### src/rtl/osc_period_meter.sv
// osc_period_meter: measures the period of a signed oscillator sample stream.
// A rising crossing is a LOW sample (<= -H) followed by a HIGH sample (>= +H).
// The distance in clk cycles between successive rising crossings is reported.
//
// state        | meaning
// -------------+------------------------------------------------------------
// IDLE_E       | disabled, counter held at zero
// SYNC_LOW_E   | hunting for the first LOW sample
// SYNC_HIGH_E  | hunting for the first HIGH sample (first edge, no report)
// MEAS_LOW_E   | counting, waiting for a LOW sample
// MEAS_HIGH_E  | counting, waiting for a HIGH sample (edge, period reported)
module osc_period_meter #(
  parameter int SAMPLE_WIDTH_P  = 24,
  parameter int COUNTER_WIDTH_P = 32
) (
  input  logic                       clk,
  input  logic                       rst,
  input  logic                       sample_valid,
  input  logic [SAMPLE_WIDTH_P-1:0]  sample_data,
  input  logic                       cr_enable,
  input  logic [SAMPLE_WIDTH_P-2:0]  cr_hysteresis,
  output logic [COUNTER_WIDTH_P-1:0] period,
  output logic                       period_valid,
  output logic                       sr_locked,
  output logic                       sr_timeout
);

  localparam logic [2:0] IDLE_E      = 3'd0;
  localparam logic [2:0] SYNC_LOW_E  = 3'd1;
  localparam logic [2:0] SYNC_HIGH_E = 3'd2;
  localparam logic [2:0] MEAS_LOW_E  = 3'd3;
  localparam logic [2:0] MEAS_HIGH_E = 3'd4;

  localparam logic [COUNTER_WIDTH_P-1:0] CNT_ZERO = '0;
  localparam logic [COUNTER_WIDTH_P-1:0] CNT_MAX  = '1;
  localparam logic [COUNTER_WIDTH_P-1:0] CNT_ONE  = {{(COUNTER_WIDTH_P-1){1'b0}}, 1'b1};

  logic [2:0]                 state;
  logic [COUNTER_WIDTH_P-1:0] counter;

  // One extra bit keeps -H representable for the largest threshold.
  logic signed [SAMPLE_WIDTH_P:0] sample_ext;
  logic signed [SAMPLE_WIDTH_P:0] hyst_pos;
  logic signed [SAMPLE_WIDTH_P:0] hyst_neg;
  logic                           is_low;
  logic                           is_high;
  logic                           cnt_sat;

  assign sample_ext = {sample_data[SAMPLE_WIDTH_P-1], sample_data};
  assign hyst_pos   = {2'b00, cr_hysteresis};
  assign hyst_neg   = -hyst_pos;
  assign is_low     = sample_valid && (sample_ext <= hyst_neg);
  assign is_high    = sample_valid && (sample_ext >= hyst_pos);
  assign cnt_sat    = (counter == CNT_MAX);

  // Crossing FSM, period counter and registered status outputs.
  always_ff @(posedge clk or posedge rst) begin
    if (rst) begin
      state        <= IDLE_E;
      counter      <= CNT_ZERO;
      period       <= CNT_ZERO;
      period_valid <= 1'b0;
      sr_locked    <= 1'b0;
      sr_timeout   <= 1'b0;
    end else begin
      period_valid <= 1'b0;
      if (!cr_enable) begin
        // Disable wins over any edge seen on the same cycle; period holds.
        state      <= IDLE_E;
        counter    <= CNT_ZERO;
        sr_locked  <= 1'b0;
        sr_timeout <= 1'b0;
      end else begin
        case (state)
          IDLE_E: begin
            counter <= CNT_ZERO;
            state   <= SYNC_LOW_E;
          end
          SYNC_LOW_E: begin
            if (is_low) state <= SYNC_HIGH_E;
          end
          SYNC_HIGH_E: begin
            if (is_high) begin
              counter <= CNT_ONE;
              state   <= MEAS_LOW_E;
            end
          end
          MEAS_LOW_E: begin
            if (cnt_sat) begin
              sr_timeout <= 1'b1;
              sr_locked  <= 1'b0;
              counter    <= CNT_ZERO;
              state      <= SYNC_LOW_E;
            end else begin
              counter <= counter + CNT_ONE;
              if (is_low) state <= MEAS_HIGH_E;
            end
          end
          MEAS_HIGH_E: begin
            if (is_high) begin
              // An edge on the saturating cycle still reports all-ones.
              period       <= counter;
              period_valid <= 1'b1;
              sr_locked    <= 1'b1;
              sr_timeout   <= 1'b0;
              counter      <= CNT_ONE;
              state        <= MEAS_LOW_E;
            end else if (cnt_sat) begin
              sr_timeout <= 1'b1;
              sr_locked  <= 1'b0;
              counter    <= CNT_ZERO;
              state      <= SYNC_LOW_E;
            end else begin
              counter <= counter + CNT_ONE;
            end
          end
          default: begin
            counter <= CNT_ZERO;
            state   <= IDLE_E;
          end
        endcase
      end
    end
  end

endmodule

### config.mk
export PLATFORM = sky130hd
export DESIGN_NAME = osc_period_meter
export DESIGN_NICKNAME = d
export VERILOG_FILES = /design/src/rtl/osc_period_meter.sv
export SDC_FILE = /design/constraint.sdc
export NUM_CORES = 1
export LEC_CHECK = 0
export ABC_AREA = 1
export CORE_MARGIN = 2
export CORE_UTILIZATION = 50
export CTS_CLUSTER_DIAMETER = 80
export DETAILED_ROUTE_END_ITERATION = 10
export PLACE_DENSITY = 0.75
export SLEW_MARGIN = 20
export SYNTH_ARGS = -nofsm -noshare
export SYNTH_HDL_FRONTEND = slang
export SYNTH_SLANG_ARGS = --single-unit
### constraint.sdc
create_clock -name clk -period 4 [get_ports clk]
set_input_delay 0.6 -clock clk [delete_from_list [all_inputs] [get_ports clk]]
set_output_delay 0.6 -clock clk [all_outputs]
set_load 0.03 [all_outputs]
==> out/metrics.yaml <==
ctsHtreeMaxLevel: 3
leak_pwr_nw: 3.172
number_of_antenna_cells_inserted: 0
fmax_mhz: 275.0
fillCellCount: 990
crit_top_cell: "sky130_fd_sc_hd__nand2_1"
vdd_ir_drop_max_v: 0.0001634
worst_skew_pair.late_latency_ns: 0.36
die_height_um: 109.6
synth-warning-count: 0
num_rows: 38
ys_seq_elements: 70
hold_ws_ns: 0.4820
post-route-cell-area_um2: 6785
post_cts_repair_resize_count: 0
grt_antenna_before_repair: 0
synth_edf_count: 0
ant_nets: 0
min_period_over_period_pct: 90.91
timing.critical_path.slowest_stage_cell: "sky130_fd_sc_hd__clkdlybuf4s50_1"
post_route_cells_drive_above_1_share_pct: 8.790
grt_setup_unrepaired: "false"
die-width_um: 109.6
status: "finished, final reports clean"
timing.max_slew.rel_slack_pct: 38.60
arrival_ns: 3.88
die_area_um2: 12010
initialDrtViolationCount: 469
syn-mean-instance-area_um2: 7.157
detailroute.via_count: 5479
postPlaceCellArea_um2: 6546
post_cts_hold_buffers: 0
cp_slowest_stage_delay_ns: 0.42
critPathKind: "input pin to flop"
critical_path_peak_fanout: 4
postSynthNetCount: 879
post_cts_buffers: 0
power.density_cell_area_nw_per_um2: 275.8
gp_congestion: 0.9884
tritoncts_num_sinks: 70
clk_transition_reported_paths_ns: 0.09
report.power.total_mw: 1.872
postLayoutCoreUtil_pct: 62.59
post-route-drc-count: 0
drv.max_cap_violation_count: 0
io_pins: 86
port_buffers: 85
async_flop_share_pct: 100.0
routedWlPerCell_um: 14.09
syn_area_um2: 5575
initial_utilization_pct: 51.43
timing.final.hold_violations: 0
cts.root.buffer_cell: "sky130_fd_sc_hd__clkbuf_8"
finalClockSkew_ns: 0.01350
drt-vias-per-instance: 5.393
synthDistinctLibCells: 42
ys.flop_type: "sky130_fd_sc_hd__dfrtp_1"
worst_setup_path_start_kind: "input pin"
hp_class: "flop to flop"
worst-endpoint-required_ns: 4.24
cts-root-to-sink-buffers: 2
dpl.hpwl_um: 11320
tritoncts.num_buffers: 9
tns_ns: 0
synthesis_to_finish_area_growth_pct: 21.70
wirelength_um: 14310
final_period_minus_worst_setup_slack_ns: 3.637
critPathCaptureType: "flop"
vias_in_the_first_global_route: 5317
final_max_slew_viol_count: 0
finish.net_count: 971
grt_util_all_layers_pct: 24.83
cts_tree: "yes"
worst_pin_slew_ns: 0.9199
synth.yosys.seq_area_share_pct: 31.42
total_core_area_um2: 10840
setup_viol_count_final: 0
grt_pass1_wl_um: 23830
overflow: 0
maximum_number_of_pins_on_one_net_before_global_route_repair: 57
drt_pass1_iterations: 5
postSynthCellCount: 779
metal layers:
layer / share of wire (%) / global-route usage (%) / up-vias
met2: 47 / 40.34 / 212
met3: 6.2 / 3.557 / 29
met1: 45 / 33.56 / 2523
met5: 0 / 0 / -
li1: - / - / 2715
met4: 1.9 / 9.222 / 0
critical path, delay by kind of cell:
family                     cells  cell delay [ns]
and+or+nand+nor               17             1.78
adders and majority gates      2             0.43
AOI/OAI and AO/OA              4             0.57
buffers and inverters          2             0.51
sequential cells by signal, summed over array words and instances, names as in the netlist:
signal / count
period_valid: 1
state: 3
period: 32
counter: 32
sr_locked: 1
sr_timeout: 1
cell type report:
type | instances | area [um^2] | area share, %
flip-flops and latches | 70 | 1752 | 25.82
multi-input cells | 598 | 3336 | 49.16
clock buffers | 10 | 127.6 | 1.881
repair buffers | 96 | 933.4 | 13.76
well taps | 140 | 175.2 | 2.582
clock inverters | 6 | 93.84 | 1.383
inverters | 96 | 367.9 | 5.421
path summary, 6_finish.rpt:
check / startpoint / to / slack (ns) / depth (start not counted)
hold / removal: period[17] / period[17] / 0.48 / 2
hold reg to reg: period[17] / period[17] / 0.48 / 2
setup / recovery: cr_hysteresis[0] / state[1] / 0.36 / 25
min in group asynchronous: rst / period[15] / 0.73 / 2
setup reg to reg: counter[0] / counter[7] / 1.40 / 10
max in group asynchronous: rst / counter[29] / 2.50 / 3
kinds of logic after synthesis:
family	after synthesis	share of synthesized area, %
XOR/XNOR	28	4.399
AND/OR/NAND/NOR	429	34.83
adder cells (fa/ha/maj)	49	11.00
buffers and inverters	111	9.044
flip-flops	70	31.42
AO/OA/AOI/OAI	92	9.313
report_power, final:
group | total (mW) | internal, mW | switching, mW
Combinational | 0.479 | 0.166 | 0.313
Clock | 0.648 | 0.356 | 0.293
Sequential | 0.744 | 0.723 | 0.0212
synth_stat cells, types with 5 or more instances:
cell type / number / area [um^2]
sky130_fd_sc_hd__nand4_1: 13 / 81.33
sky130_fd_sc_hd__xor2_1: 26 / 227.7
sky130_fd_sc_hd__a21oi_1: 24 / 120.1
sky130_fd_sc_hd__buf_6: 8 / 90.09
sky130_fd_sc_hd__inv_2: 5 / 18.77
sky130_fd_sc_hd__o21ai_2: 7 / 61.31
sky130_fd_sc_hd__nor3_1: 21 / 105.1
sky130_fd_sc_hd__nand2_1: 247 / 927.1
sky130_fd_sc_hd__ha_1: 49 / 613.1
sky130_fd_sc_hd__o21ai_0: 20 / 100.1
sky130_fd_sc_hd__nand3_1: 40 / 200.2
sky130_fd_sc_hd__dfrtp_1: 70 / 1752
sky130_fd_sc_hd__inv_1: 88 / 330.3
sky130_fd_sc_hd__nor2_1: 62 / 232.7
sky130_fd_sc_hd__nand3_2: 14 / 140.1
sky130_fd_sc_hd__o21ai_1: 28 / 140.1
sky130_fd_sc_hd__nor4_1: 9 / 56.30
metrics by stage:
| step | setup slack [ns] | instances |
|---|---|---|
| detailed placement | -0.07034 | 1000 |
| floorplan | 0.6901 | 779 |
| CTS | 0.2913 | 1016 |
| global placement | 0.06786 | 1000 |
| global route | 0.02025 | 1016 |
| finish | 0.3635 | 1016 |
layout by cell type (no fill, tap or decap), types with 11 or more instances in the layout:
cell / Yosys / final
sky130_fd_sc_hd__nand3_1: 40 / 39
sky130_fd_sc_hd__nand2_1: 247 / 247
sky130_fd_sc_hd__a21oi_1: 24 / 24
sky130_fd_sc_hd__ha_1: 49 / 49
sky130_fd_sc_hd__buf_4: 0 / 11
sky130_fd_sc_hd__inv_1: 88 / 87
sky130_fd_sc_hd__o21ai_0: 20 / 20
sky130_fd_sc_hd__nor3_1: 21 / 21
sky130_fd_sc_hd__dfrtp_1: 70 / 70
sky130_fd_sc_hd__nand3_2: 14 / 15
sky130_fd_sc_hd__clkdlybuf4s50_1: 0 / 85
sky130_fd_sc_hd__xor2_1: 26 / 26
sky130_fd_sc_hd__o21ai_1: 28 / 28
sky130_fd_sc_hd__nand4_1: 13 / 13
sky130_fd_sc_hd__nor2_1: 62 / 61
(Power assumes the default switching activity.)
